File: src/rtl/adc_axis_packer_pkg.sv
// Shared constants and beat-entry type for the ADC-to-AXI-Stream packer.
package adc_axis_pkg;

  localparam int DEF_LANE_WIDTH  = 16;
  localparam int DEF_TDATA_WIDTH = 32;
  localparam int DEF_FIFO_DEPTH  = 8;
  localparam int DEF_FRAME_BEATS = 256;

  typedef struct packed {
    logic [DEF_TDATA_WIDTH-1:0] tdata;
    logic                       tlast;
  } beat_t;

  // Counter width that stays legal (>= 1 bit) for a modulus of 1.
  function automatic int cnt_width(input int n);
    return (n > 1) ? $clog2(n) : 1;
  endfunction

endpackage

File: src/rtl/adc_axis_packer_if.sv
// AXI-Stream beat bundle between the packer's output FIFO and its consumer.
interface adc_axis_packer_if
  import adc_axis_pkg::*;
#(
  parameter int DATA_W = DEF_TDATA_WIDTH
) ();

  // A beat moves on every rising edge where tvalid && tready; once tvalid is
  // raised, tdata/tlast stay frozen until that transfer happens.
  logic [DATA_W-1:0] tdata;
  logic              tvalid;
  logic              tready;
  logic              tlast;

  modport master (output tdata, output tvalid, output tlast, input tready);
  modport slave  (input tdata, input tvalid, input tlast, output tready);

endinterface

File: src/rtl/adc_axis_packer_fifo.sv
// axis_sync_fifo: single-clock beat FIFO with simultaneous push/pop.
// Per-entry tlast storage exists only when ADC_AXIS_PACKER_TLAST_EN is defined.
module axis_sync_fifo
  import adc_axis_pkg::*;
#(
  parameter int DATA_W = DEF_TDATA_WIDTH,
  parameter int DEPTH  = DEF_FIFO_DEPTH
) (
  input  logic              clk,
  input  logic              rst,
  input  logic              push_i,
  input  logic [DATA_W-1:0] wdata_i,
`ifdef ADC_AXIS_PACKER_TLAST_EN
  input  logic              wlast_i,
`endif
  output logic              full_o,
  adc_axis_packer_if.master m_o
);

`ifdef ADC_AXIS_PACKER_TLAST_EN
  localparam int ENT_W = DATA_W + 1;
`else
  localparam int ENT_W = DATA_W;
`endif
  localparam int AW = $clog2(DEPTH);

  if ((DEPTH < 2) || ((DEPTH & (DEPTH - 1)) != 0)) begin : g_depth_check
    $error("axis_sync_fifo: DEPTH must be a power of two >= 2");
  end

  logic [ENT_W-1:0] mem_q [DEPTH];
  logic [AW:0]      wr_q, wr_d, rd_q, rd_d;
  logic [ENT_W-1:0] wentry, head;
  logic             empty, pop, do_push;

  // Pointers carry one wrap bit so full and empty are distinguishable.
  assign empty   = (wr_q == rd_q);
  assign full_o  = (wr_q[AW] != rd_q[AW]) && (wr_q[AW-1:0] == rd_q[AW-1:0]);
  assign pop     = !empty && m_o.tready;
  assign do_push = push_i && (!full_o || pop);
  assign head    = mem_q[rd_q[AW-1:0]];

`ifdef ADC_AXIS_PACKER_TLAST_EN
  assign wentry    = {wlast_i, wdata_i};
  assign m_o.tlast = !empty && head[DATA_W];
`else
  assign wentry    = wdata_i;
  assign m_o.tlast = 1'b0;
`endif
  assign m_o.tvalid = !empty;
  assign m_o.tdata  = empty ? '0 : head[DATA_W-1:0];

  always_comb begin
    wr_d = wr_q;
    rd_d = rd_q;
    if (do_push) wr_d = wr_q + 1'b1;
    if (pop)     rd_d = rd_q + 1'b1;
  end

  always_ff @(posedge clk) begin
    if (rst) begin
      wr_q <= '0;
      rd_q <= '0;
    end else begin
      wr_q <= wr_d;
      rd_q <= rd_d;
    end
  end

  always_ff @(posedge clk) begin
    if (do_push) mem_q[wr_q[AW-1:0]] <= wentry;
  end

endmodule

File: src/rtl/adc_axis_packer.sv
// adc_axis_packer: packs ADC samples into lanes of AXI-Stream beats, buffered by
// a FIFO that drops whole beats when full. ADC_AXIS_PACKER_TLAST_EN adds framing.
module adc_axis_packer
  import adc_axis_pkg::*;
#(
  parameter int ADC_WIDTH        = 16,
  parameter int AXIS_TDATA_WIDTH = DEF_TDATA_WIDTH,
  parameter int LANE_WIDTH       = DEF_LANE_WIDTH,
  parameter int SIGNED           = 0,
  parameter int FIFO_DEPTH       = DEF_FIFO_DEPTH,
  parameter int FRAME_BEATS      = DEF_FRAME_BEATS
) (
  input  logic                        clk,
  input  logic                        rst,
  input  logic [ADC_WIDTH-1:0]        adc_data_in,
  input  logic                        adc_data_valid,
  output logic [AXIS_TDATA_WIDTH-1:0] M_AXIS_OUT_tdata,
  output logic                        M_AXIS_OUT_tvalid,
  input  logic                        M_AXIS_OUT_tready,
  output logic                        M_AXIS_OUT_tlast,
  output logic                        overflow,
  input  logic                        overflow_clr
);

  localparam int SPB = AXIS_TDATA_WIDTH / LANE_WIDTH;
  localparam int LW  = cnt_width(SPB);

  if ((ADC_WIDTH < 1) || (ADC_WIDTH > LANE_WIDTH) || (SPB < 1) ||
      ((AXIS_TDATA_WIDTH % LANE_WIDTH) != 0) || (FRAME_BEATS < 1)) begin : g_param_check
    $error("adc_axis_packer: inconsistent width or frame parameters");
  end

  logic [LW-1:0]               lane_q, lane_d;
  logic [AXIS_TDATA_WIDTH-1:0] partial_q, partial_d, beat_data;
  logic signed [ADC_WIDTH-1:0] sample_s;
  logic [LANE_WIDTH-1:0]       lane_val;
  logic                        overflow_q, overflow_d;
  logic                        complete, push, drop, pop, fifo_full;

  adc_axis_packer_if #(.DATA_W(AXIS_TDATA_WIDTH)) m_axis ();

  assign sample_s = adc_data_in;

  always_comb begin
    if (SIGNED != 0) lane_val = LANE_WIDTH'(sample_s);
    else             lane_val = LANE_WIDTH'(adc_data_in);
  end

  // The finishing sample is merged combinationally so the full beat is pushed
  // in the same cycle it arrives.
  always_comb begin
    beat_data = partial_q;
    beat_data[lane_q*LANE_WIDTH +: LANE_WIDTH] = lane_val;
  end

  assign complete = adc_data_valid && (lane_q == LW'(SPB - 1));
  assign pop      = m_axis.tvalid && m_axis.tready;
  assign push     = complete && (!fifo_full || pop);
  assign drop     = complete && fifo_full && !pop;

  always_comb begin
    lane_d     = lane_q;
    partial_d  = partial_q;
    overflow_d = overflow_q;
    if (adc_data_valid) begin
      partial_d = beat_data;
      lane_d    = complete ? '0 : lane_q + 1'b1;
    end
    if (drop)              overflow_d = 1'b1;
    else if (overflow_clr) overflow_d = 1'b0;
  end

  always_ff @(posedge clk) begin
    if (rst) begin
      lane_q     <= '0;
      partial_q  <= '0;
      overflow_q <= 1'b0;
    end else begin
      lane_q     <= lane_d;
      partial_q  <= partial_d;
      overflow_q <= overflow_d;
    end
  end

`ifdef ADC_AXIS_PACKER_TLAST_EN
  localparam int FW = cnt_width(FRAME_BEATS);
  logic [FW-1:0] frame_q, frame_d;
  logic          beat_last;

  // Only beats that actually enter the FIFO advance the frame position.
  assign beat_last = (frame_q == FW'(FRAME_BEATS - 1));

  always_comb begin
    frame_d = frame_q;
    if (push) frame_d = beat_last ? '0 : frame_q + 1'b1;
  end

  always_ff @(posedge clk) begin
    if (rst) frame_q <= '0;
    else     frame_q <= frame_d;
  end
`endif

  axis_sync_fifo #(
    .DATA_W (AXIS_TDATA_WIDTH),
    .DEPTH  (FIFO_DEPTH)
  ) u_fifo (
    .clk     (clk),
    .rst     (rst),
    .push_i  (push),
    .wdata_i (beat_data),
`ifdef ADC_AXIS_PACKER_TLAST_EN
    .wlast_i (beat_last),
`endif
    .full_o  (fifo_full),
    .m_o     (m_axis)
  );

  assign m_axis.tready     = M_AXIS_OUT_tready;
  assign M_AXIS_OUT_tdata  = m_axis.tdata;
  assign M_AXIS_OUT_tvalid = m_axis.tvalid;
  assign M_AXIS_OUT_tlast  = m_axis.tlast;
  assign overflow          = overflow_q;

endmodule

File: config.mk
export PLATFORM = sky130hd
export DESIGN_NAME = adc_axis_packer
export DESIGN_NICKNAME = d
export VERILOG_FILES = /design/src/rtl/adc_axis_packer_pkg.sv /design/src/rtl/adc_axis_packer_if.sv /design/src/rtl/adc_axis_packer_fifo.sv /design/src/rtl/adc_axis_packer.sv
export SDC_FILE = /design/constraint.sdc
export NUM_CORES = 1
export LEC_CHECK = 0
export BUFFER_PORTS_ARGS = -buffer_cell sky130_fd_sc_hd__clkbuf_2
export CORE_MARGIN = 4
export CORE_UTILIZATION = 55
export DETAILED_ROUTE_END_ITERATION = 10
export HOLD_SLACK_MARGIN = 0.15
export PLACE_DENSITY = 0.82
export SKIP_LAST_GASP = 1
export SLEW_MARGIN = 10
export SYNTH_ARGS = -nofsm -noshare
export SYNTH_HDL_FRONTEND = slang
export SYNTH_SLANG_ARGS = --single-unit
File: constraint.sdc
create_clock -name clk -period 3.02 [get_ports clk]
set_input_delay 0.453 -clock clk [delete_from_list [all_inputs] [get_ports clk]]
set_output_delay 0.453 -clock clk [all_outputs]
set_load 0.005 [all_outputs]
# [Yosys cells after proc, flatten, opt, wreduce, memory -nomap -nowiden]
# Memory sizes are Yosys's and may differ from the RTL's. A register that Yosys moved wholly into a read port is not among the register bits.
# Cells that the tools add are included.
[word_totals] register_bits=42 mem_bits_rw=256 input_bits=21 out_inout_bits=35 elab_cells=36 mem_count=1
[mem_list] memory="u_fifo.mem_q" words=8 word_bits=32 rd=1 rd_ports_with_merged_regs=1 wr=1 line_no="adc_axis_packer_fifo.sv:31" rtl="logic [ENT_W-1:0] mem_q [DEPTH];"
[classes] add_sub_neg=4 eq_ne=3 shift=2 muxes=9 reduce_logical=12
[ops] op="$neg 5->34" n=1
[ops] op="$shift 16x34->32 const A" n=1
[ops] op="$shiftx 16x34->32" n=1
[ops] op="$bwmux 32" n=1
[ops] op="$mux 32" n=1
[ops] op="$add 4x1->4 const B" n=2
[ops] op="$logic_and 1x1->1" n=7
[ops] op="$mux 3" n=2
[ops] op="$mux 1" n=5
[ops] op="$eq 4x4->1" n=1
[ops] op="$eq 3x3->1" n=1
[ops] op="$logic_not 1->1" n=3
[ops] op="$reduce_bool 2->1" n=1
[ops] op="$add 1x1->1 const B" n=1
[ops] op="$logic_or 1x1->1" n=1
[ops] op="$ne 1x1->1" n=1

# [Logic depth before layout (Yosys ltp)]
# Gate-level depths: netlist of the first run.
[logic_depth] depth_word=8 ltp_mapped=6 mapped_depth_nobuf=5

# [Cells and area by module]
# From an unflattened synthesis of the first run, not the netlist that was laid out.
[unflattened] cells_unflattened=616 area_unflattened_um2=12079.1
[by_module_without_submodules] module="axis_sync_fifo" n_inst=1 cells_each=480 area_per_inst_um2=10397.5 seq_area_each_um2=7907.6
[by_module_without_submodules] module="adc_axis_packer" n_inst=1 cells_each=136 area_per_inst_um2=1681.6 seq_area_each_um2=680.7

# [Least setup slack after synthesis of the first run]
# OpenSTA, ideal clock, no wires.
[synth_path] path_kind="in2reg" startpoint="input port adc_data_valid" endpoint="register u_fifo.wr_q[3]" arrival_time_ns=2.320 required_ns=2.898 setup_slack_ns=0.578 stages=6 path_buffers=2 path_cell_list="buf_4 > and2_1 > buf_2 > nand4_1 > a21oi_2 > mux2_4"
[synth_between] elab_chain_cells=3
[synth_lines] item="from (decl)" line_no="adc_axis_packer.sv:16" rtl="input logic adc_data_valid,"
[synth_lines] item="$logic_and 1x1->1" line_no="adc_axis_packer.sv:56" rtl="assign complete = adc_data_valid && (lane_q == LW'(SPB - 1));"
[synth_lines] item="$logic_and 1x1->1" line_no="adc_axis_packer.sv:58" rtl="assign push = complete && (!fifo_full || pop);"
[synth_lines] item="$logic_and 1x1->1" line_no="adc_axis_packer_fifo.sv:40" rtl="assign do_push = push_i && (!full_o || pop);"
[synth_lines] item="to (signal assigned)" line_no="adc_axis_packer_fifo.sv:65" rtl="wr_q <= wr_d;"
[synth_lines] item="to (decl)" line_no="adc_axis_packer_fifo.sv:32" rtl="logic [AW:0] wr_q, wr_d, rd_q, rd_d;"
# Every way passes these cells.
# A chain may end at the register's enable or synchronous reset.

==> reports/metrics.cfg, run 1 <==
[outcome]
status = finished, final reports clean

[die]
die_y_um = 156
initial_core_util = 0.564
rows = 53
pin_count = 56
die-area_sq_um = 24200
core_sq_um = 21200
die_w_um = 156

[clock_network]
htreeDepth = 1
clockBufferDepth = 3
root_buffer = clkbuf_16
clkLatencyLatePin_ns = 0.53
path_clk_slew_ns = 0.06
cts_tree = done
cts_num_sinks = 301
cts_buffers = 29
hold_buffers = 0

[power_and_ir_drop]
p_per_area_nw_per_um2 = 666
p_leak_nw = 4.52
ir_drop_uv = 347

[timing]
maxSlewHeadroom = 0.639
tns_ns = 0
max_freq_ghz = 0.358
hold_viol_final = 0
finalCriticalPeriod_ns = 2.79
finalMaxSlewViolations = 0
worst_slew_pin_slew_ns = 0.542
skew_ns = 0.0170
final_min_period_over_clock_period = 0.925
finalSetupViolations = 0
rsz0062_at_grt = false

[global_routing]
antenna_found_initial = 1
grt.overflow.total = 0
grt_pass1_wl_mm = 38.2
grt_max_degree = 65
gr-usage-all-layers = 0.205
grt_pass1_vias = 6567

[job]
maxCapViolCount = 0

[critical_path]
start_kind = register
worstPathArrival_ns = 2.34
critPathCaptureType = output pin
worst-setup-path-type = reg -> out
required_ns = 2.57
cp_max_fo = 14

[cells_and_area]
area_growth_pct = 13.8
antennaDiodeCount = 0
drive_gt1_frac = 0.327
final_net_count = 737
instances_no_fill = 1011
nFillCells = 1414

[synthesis]
synthesis.area_sq_um = 12000
synthesis.nets = 667
yosysWarningCount = 0
synth_edf_count = 256
async_flop_share = 0
ys_types = 41
ys_ff_latch = 301
synth_seq_area_share = 0.717
syn_area_per_cell_sq_um = 18.6
yosys_most_used_dff = edfxtp_1
syn_inst = 644

[placed_design]
hpwl_mm = 14.4
place_inst = 958
gp_congestion = 0.826
portBuffers = 54

[worst_hold_path]
hold_class = in -> reg

[route]
wl_per_cell_um = 23.9
drc_errors = 0
vias = 6058
viasPerCell = 5.99
wl_mm = 24.2
ant_nets = 0
drt-initial-drc-count = 499
firstDrtPassIters = 7

==> logic make-up (layout without fill, tap and decap cells) <==
logic type / Yosys count / after routing / share of synthesized area
mux: 147 / 147 / 0.194
simple gates: 113 / 113 / 0.0447
xor+xnor: 5 / 5 / 0.00554
fa+ha+maj: 2 / 2 / 0.00209
compound gates: 29 / 29 / 0.0149
other cells: 1 / 1 / 0.000313
flops: 301 / 301 / 0.717
buf+inv: 46 / 138 / 0.0210
==> critical path: stages (launching register included) <==
cell	delay [ns]
dfxtp_4	0.52
buf_4	0.35
mux4_2	0.54
mux2i_1	0.22
nor2_1	0.06
clkbuf_2	0.12
==> cell usage in the layout (no fill, tap or decap), types with 2 or more instances in the layout <==
master	instances
dfxtp_2	2
and4b_2	3
edfxtp_1	256
and2_1	2
clkbuf_1	9
mux2_4	2
nor2b_1	2
xor2_2	3
o21ai_2	2
nand3b_1	2
nor2_1	53
inv_1	6
mux2_2	32
ha_1	2
nand4_1	3
bufinv_16	4
clkbuf_2	54
clkbuf_8	5
and4bb_2	2
buf_4	18
clkbuf_16	29
mux4_2	64
a21oi_4	2
or3_1	3
nand2_1	36
mux2i_1	49
dfxtp_1	42
buf_12	6
clkinv_2	4
a21oi_1	20
==> area by class of cell <==
type                    instances  area (sq um)  area share
clock buffers                  43           828      0.0608
multi-input cells             297          3150       0.231
inverters                       6          22.5     0.00165
well taps                     275           344      0.0253
clock inverters                10           151      0.0111
flip-flops and latches        301          8590       0.631
repair buffers                 79           537      0.0394
==> registers in the layout, indices dropped and copies added (netlist names), named ones only <==
name / cells
overflow: 1
partial_q: 32
u_fifo.mem_q: 256
u_fifo.wr_q: 4
u_fifo.rd_q: 4
lane_q: 1
==> repair_timing <==
| item | in CTS | in global routing |
|---|---|---|
| setup endpoints to repair | 0 | 2 |
| gates resized for setup | 0 | 1 |
| buffers inserted | 0 | 0 |
==> Yosys cell counts (3+ instances only) <==
cell type	n	area (sq um)
edfxtp_1	256	7690
mux4_2	64	1440
nor2_1	53	199
mux2i_1	49	490
dfxtp_1	45	901
nand2_1	36	135
mux2_2	32	360
a21oi_1	20	100
buf_4	10	75.1
clkbuf_1	10	37.5
buf_2	9	45.0
buf_1	7	26.3
inv_1	6	22.5
buf_6	4	45.0
and4b_2	3	33.8
nand4_1	3	18.8
or3_1	3	18.8
xor2_2	3	48.8
==> through the flow <==
stage / util / setup slack [ns] / power, mW / hold slack, ns / area (sq um)
6_report: 0.642 / 0.226 / 9.07 / 0.189 / 13600
5_1_grt: 0.642 / 0.0642 / 9.41 / 0.183 / 13600
4_1_cts: 0.642 / 0.0784 / 9.14 / 0.171 / 13600
3_5_place_dp: 0.596 / 0.687 / 5.50 / 0.447 / 12600
3_3_place_gp: 0.596 / 0.716 / 5.46 / 0.440 / 12600
2_1_floorplan: - / 0.578 / 5.27 / 0.434 / 12000
==> final timing paths <==
path | start | to | slack, ns | cells after the start
min | adc_data_in[0] | partial_q[16] | 0.19 | 3
min reg2reg | partial_q[18] | partial_q[18] | 0.46 | 2
max reg2reg | u_fifo.wr_q[2] | u_fifo.mem_q[5][2] | 0.66 | 5
max | register | M_AXIS_OUT_tdata[8] | 0.23 | 5
==> routing by layer <==
layer  vias to the layer above  global-route usage  routed length [um]  part of all wire
li1                       2660                   -                   -                 -
met1                      3129               0.279                9450              0.39
met2                       221               0.351               12600              0.52
met3                        46              0.0341                1610             0.067
met4                         2              0.0538                 517             0.021
met5                         -                   0                  13           0.00054
==> power by group <==
group	switching, mW	internal (mW)
registers	0.0452	4.62
logic	0.409	0.327
clock network	1.44	2.23
total	1.89	7.18
Note: power is estimated with default switching activity, not from simulation.
==> run 2, diff against run 1 <==
--- a/config.mk
+++ b/config.mk
@@ -10,6 +10,7 @@
 export CORE_UTILIZATION = 55
 export DETAILED_ROUTE_END_ITERATION = 10
 export HOLD_SLACK_MARGIN = 0.15
+export MAX_ROUTING_LAYER = met4
 export PLACE_DENSITY = 0.82
 export SKIP_LAST_GASP = 1
 export SLEW_MARGIN = 10
==> run 2 against run 1 <==
Sequential share of layout area hardly changed. Die area is the same. Fmax rose by 0.52%. Worst hold slack worse by 0.00081 ns. Core utilization about the same. First-iteration DRC count fell by 1.2%. Critical endpoint unchanged.
==> reports/metrics.cfg, run 2 (synthesis gave the netlist of run 1 again) <==
[critical_path]
reg2reg_to = u_fifo.mem_q[5][2]
r2r_start = u_fifo.wr_q[2]
cp_max_fo = 14  ; unchanged
critPathCapture = M_AXIS_OUT_tdata[8]
worst-setup-path-type = reg -> out
worstPathArrival_ns = 2.33  ; about the same
rr_worst_depth = 5  ; unchanged
reg2reg_slack_ns = 0.66  ; about the same
start_kind = register
critPathCaptureType = output pin
required_ns = 2.57  ; about the same

[timing]
maxSlewHeadroom = 0.638  ; -0.000926
finalMaxSlewViolations = 0  ; unchanged
worst_slew_pin_slew_ns = 0.543  ; +0.00139 ns
tns_ns = 0  ; unchanged
finalCriticalPeriod_ns = 2.78  ; -0.0143 ns
skew_ns = 0.0111  ; -0.00585 ns
max_freq_ghz = 0.360  ; +0.52%
final_min_period_over_clock_period = 0.920  ; -0.00475
hold_viol_final = 0  ; unchanged
finalSetupViolations = 0  ; unchanged
rsz0062_at_grt = false

[cells_and_area]
layout_common_cells = edfxtp_1, mux4_2, clkbuf_2
fin_util = 0.642  ; about the same
final_net_count = 737  ; unchanged
layout_commonest_cell = edfxtp_1
design_area_sq_um = 13600  ; about the same
drive_gt1_frac = 0.327  ; unchanged
area_growth_pct = 13.8  ; about the same
largest_reg_flops = 256  ; unchanged

[global_routing]
grt.met1_usage = 0.282  ; +0.00293
grt_pass1_vias = 6551  ; -0.24%
antenna_found_initial = 1  ; unchanged
grtUsageMet2 = 0.351  ; -0.000412
gr-usage-all-layers = 0.212  ; +0.00673
grt_pass1_wl_mm = 38.3  ; about the same
grt.overflow.total = 0  ; unchanged
groute.layer.met3.usage = 0.0330  ; -0.00111
grt_max_degree = 65  ; unchanged
busiest_layer = met2

[power_and_ir_drop]
p_switching_mw = 1.90  ; +0.27%
power_frac_comb = 0.081  ; about the same
p_leak_nw = 4.52  ; about the same
p_clk_frac = 0.404  ; about the same
seq_power_share = 0.514  ; about the same
p_per_area_nw_per_um2 = 666  ; about the same
switching_share = 0.209  ; +0.000464
ir_drop_uv = 347  ; about the same
internal-power_mw = 7.18  ; about the same

[route]
vias = 6104  ; +0.76%
drc_errors = 0  ; unchanged
wl_mm = 24.2  ; +0.17%
wl_per_cell_um = 23.9  ; about the same
firstDrtPassIters = 5  ; -2
ant_nets = 0  ; unchanged
viasPerCell = 6.03  ; +0.66%
drt-initial-drc-count = 493  ; -1.2%

[die]
rows = 53  ; unchanged
die_y_um = 156  ; unchanged
die_w_um = 156  ; unchanged
die-area_sq_um = 24200  ; unchanged
pin_count = 56  ; unchanged
core_sq_um = 21200  ; unchanged
initial_core_util = 0.564  ; unchanged

[clock_network]
cts_setup_buffers = 0  ; unchanged
clockBufferDepth = 3  ; unchanged
root_buffer = clkbuf_16
clkLatencyLatePin_ns = 0.54  ; about the same
hold_buffers = 0  ; unchanged
cts_resized = 0  ; unchanged
cts_num_sinks = 301  ; unchanged
cts_tree = done
cts_buffers = 29  ; unchanged
htreeDepth = 1  ; unchanged
path_clk_slew_ns = 0.06  ; about the same

[outcome]
status = finished, final reports clean

[placed_design]
portBuffers = 54  ; unchanged
placed_area_sq_um = 12600  ; unchanged
hpwl_mm = 14.4  ; unchanged
gp_congestion = 0.838  ; +1.5%

[worst_hold_path]
hold_class = in -> reg

[job]
maxCapViolCount = 0  ; unchanged

-- run 2: cell count changes in the layout (fill, tap and decap cells not counted), sizes merged --
| cell | delta |
|---|---|
| diode | +1 |
-- run 2: area by class of cell --
cell class	instances	area, sq um
Antenna cell	1	2.50
Clock buffer	43	828
Inverter	6	22.5
Sequential cell	301	8590
Clock inverter	10	151
Fill cell	1413	7590
Multi-Input combinational cell	297	3150
Timing Repair Buffer	79	537
Tap cell	275	344
-- run 2: power by group through the flow --
stage	Combinational, mW	Sequential, mW	Clock [mW]
global placement	0.713	4.75	0
floorplan	0.541	4.73	0
finish	0.738	4.67	3.67
global route	0.814	4.67	3.92
detailed placement	0.743	4.76	0
CTS	0.751	4.67	3.72
-- run 2: worst max-delay path, cell delays in order (launching register included) --
cell and delay (ns):
dfxtp_4 0.52, buf_4 0.35, mux4_2 0.54, mux2i_1 0.20, nor2_1 0.06, clkbuf_2 0.12
-- run 2: stage by stage --
step	setup slack (ns)	std cells	hold slack (ns)	power (mW)
after CTS	0.0784	1011	0.171	9.14
after floorplan	0.578	644	0.434	5.27
after global routing	0.0641	1012	0.183	9.41
after detailed placement	0.687	958	0.447	5.50
final	0.241	1012	0.188	9.08
after global placement	0.716	958	0.440	5.46
-- run 2: worst min-delay path by stage --
stage | from | slack (ns) | cells past startpoint | to
floorplan | partial_q[16] | 0.43 | 2 | partial_q[16]
global placement | partial_q[21] | 0.44 | 2 | partial_q[21]
detailed placement | partial_q[24] | 0.45 | 2 | partial_q[24]
CTS | adc_data_in[0] | 0.17 | 3 | partial_q[16]
global route | adc_data_in[8] | 0.18 | 3 | partial_q[24]
finish | adc_data_in[0] | 0.19 | 3 | partial_q[16]
-- run 2: layer usage --
metal	share of wire	up-vias
li1	-	2660
met2	0.53	220
met5	0	-
met4	0.018	0
met3	0.064	40
met1	0.39	3184
==> run 3, diff against run 2 <==
--- a/config.mk
+++ b/config.mk
@@ -6,12 +6,12 @@
 export NUM_CORES = 1
 export LEC_CHECK = 0
 export BUFFER_PORTS_ARGS = -buffer_cell sky130_fd_sc_hd__clkbuf_2
-export CORE_MARGIN = 4
 export CORE_UTILIZATION = 55
 export DETAILED_ROUTE_END_ITERATION = 10
 export HOLD_SLACK_MARGIN = 0.15
 export MAX_ROUTING_LAYER = met4
 export PLACE_DENSITY = 0.82
+export SETUP_SLACK_MARGIN = 0.5
 export SKIP_LAST_GASP = 1
 export SLEW_MARGIN = 10
 export SYNTH_ARGS = -nofsm -noshare
==> run 3 against run 2 <==
Flip-flop and latch count is the same. Critical path type unchanged. Combinational power is 19% higher. Clock power decreased by 2%. Final cell count increased by 1.4%. Critical path depth rose by 1. Global-route usage rose by 3.2 points. Highest routed layer unchanged. Fmax up 7.3%. Final area up 2.4%.
==> reports/metrics.cfg, run 3 (synthesis gave the netlist of run 1 again) <==
[route]
viasPerCell = 6.13  ; +1.6%
ant_nets = 0  ; unchanged
drc_errors = 0  ; unchanged
wl_mm = 25.6  ; +5.8%
vias = 6289  ; +3.0%
drt-initial-drc-count = 547  ; +11%
wl_per_cell_um = 25.0  ; +4.4%
firstDrtPassIters = 4  ; -1

[cells_and_area]
final_net_count = 752  ; +2.0%
largest_reg_flops = 256  ; unchanged
design_area_sq_um = 14000  ; +2.4%
area_growth_pct = 16.5
antennaDiodeCount = 0  ; -1
instances_no_fill = 1026  ; +1.4%
nFillCells = 1297  ; -8.2%
layout_common_cells = edfxtp_1, mux4_2, clkbuf_2
layout_commonest_cell = edfxtp_1
drive_gt1_frac = 0.353  ; +0.0254
seq_area_sq_um = 8600  ; about the same
multi_input_area_sq_um = 3180  ; +0.87%

[timing]
finalCriticalPeriod_ns = 2.59  ; -0.190 ns
finalSetupViolations = 0  ; unchanged
hold_viol_final = 0  ; unchanged
max_freq_ghz = 0.386  ; +7.3%
rsz0062_at_grt = true
finalMaxSlewViolations = 0  ; unchanged
tns_ns = 0  ; unchanged
skew_ns = 0.0135  ; +0.00241 ns
final_min_period_over_clock_period = 0.858  ; -0.0628

[die]
core_sq_um = 21200  ; -0.31%
pin_count = 56  ; unchanged
rows = 53  ; unchanged
initial_core_util = 0.566  ; +0.00177
die_w_um = 150  ; -3.9%
die_y_um = 150  ; -3.9%
die-area_sq_um = 22400  ; -7.6%

[placed_design]
hpwl_mm = 14.2  ; -1.1%
gp_congestion = 0.792  ; -5.6%
placed_area_sq_um = 12700  ; +0.40%
place_inst = 958  ; unchanged
portBuffers = 54  ; unchanged

[critical_path]
rr_worst_depth = 5  ; unchanged
crit_family = multiplexers
slowest_stage = mux4_2
worst-setup-path-type = reg -> out
max_stage_delay_ns = 0.52  ; -0.02 ns
cp.depth = 6  ; +1
required_ns = 2.57  ; about the same
cp_max_fo = 7  ; -7
start_kind = register
critPathCaptureType = output pin
path_cells = buf_12 > buf_16 > mux4_2 > mux2i_1 > nor2_1 > clkbuf_2
cp_num_buf_inv = 3  ; +1
worstPathArrival_ns = 2.14  ; -0.19 ns

[clock_network]
cts_tree = done
path_clk_slew_ns = 0.06  ; about the same
cts_num_sinks = 301  ; unchanged
clockBufferDepth = 3  ; unchanged
hold_buffers = 0  ; unchanged
cts_buffers = 28  ; -3.4%
clkLatencyLatePin_ns = 0.54  ; about the same
root_buffer = clkbuf_16
htreeDepth = 1  ; unchanged

[power_and_ir_drop]
ir_drop_uv = 373  ; +7.4%
p_per_area_nw_per_um2 = 655  ; -1.7%
p_leak_nw = 4.66  ; +3.2%

[outcome]
status = finished, final reports clean

[global_routing]
gr-usage-all-layers = 0.245  ; +0.0324
grt_max_degree = 43  ; -34%
grt_pass1_vias = 6717  ; +2.5%
grt_pass1_wl_mm = 38.4  ; +0.36%
antenna_found_initial = 0  ; -1
grt.overflow.total = 0  ; unchanged

[job]
maxCapViolCount = 0  ; unchanged

[worst_hold_path]
hold_class = in -> reg
min_path_cells = 3  ; unchanged

## run 3: cell types whose count changed in the layout (fill, tap and decap cells not counted), sizes merged
| cell | delta |
|---|---|
| buf | +15 |
| clkbuf | -8 |
| clkinv | +8 |
| diode | -1 |
## run 3: what timing repair did
item | 4_1_cts | 5_1_grt
resized for setup | 9 | 11
pin swaps | 3 | 4
cloned | 1 | 1
setup endpoints to repair | 33 | 32
buffers inserted | 9 | 5
## run 3: worst reg2reg max path, cell delays in order, from the launching register on
cell,delay (ns)
dfxtp_1,0.44
xor2_2,0.29
nor3_4,0.13
a21oi_4,0.26
and4bb_2,0.55
buf_12,0.27
## run 3: power breakdown
part	switching (mW)	internal (mW)
Clock	1.48	2.12
Combinational	0.458	0.421
Sequential	0.0377	4.62
## run 3: layout make-up
class	count	share of cell area
tap	275	0.0247
multi-input combinational	297	0.228
sequential	301	0.617
clock buffer	34	0.0541
timing repair buffer	95	0.0619
inverter	6	0.00161
clock inverter	18	0.0136
## run 3: final timing paths
check / from / to / slack [ns]
worst max-delay path: register / M_AXIS_OUT_tdata[20] / 0.43
worst min-delay path: adc_data_in[13] / partial_q[29] / 0.17
worst max register to register: u_fifo.rd_q[0] / u_fifo.mem_q[1][20] / 0.76
worst min register to register: partial_q[22] / partial_q[22] / 0.46
## run 3: metrics by stage
step	hold WS (ns)	total power, mW	worst slack [ns]	util
floorplan	0.434	5.27	0.578	-
global placement	0.439	5.47	0.633	0.600
detailed placement	0.444	5.51	0.610	0.600
CTS	0.164	9.13	0.373	0.654
global route	0.187	9.38	0.345	0.659
finish	0.170	9.14	0.430	0.659
## run 3: layer usage
metal | global-route usage | vias up | routed length (um)
li1 | - | 2684 | -
met5 | - | - | 0
met3 | 0.0323 | 46 | 1770
met1 | 0.308 | 3276 | 10000
met4 | 0.0974 | 0 | 563
met2 | 0.405 | 283 | 13300
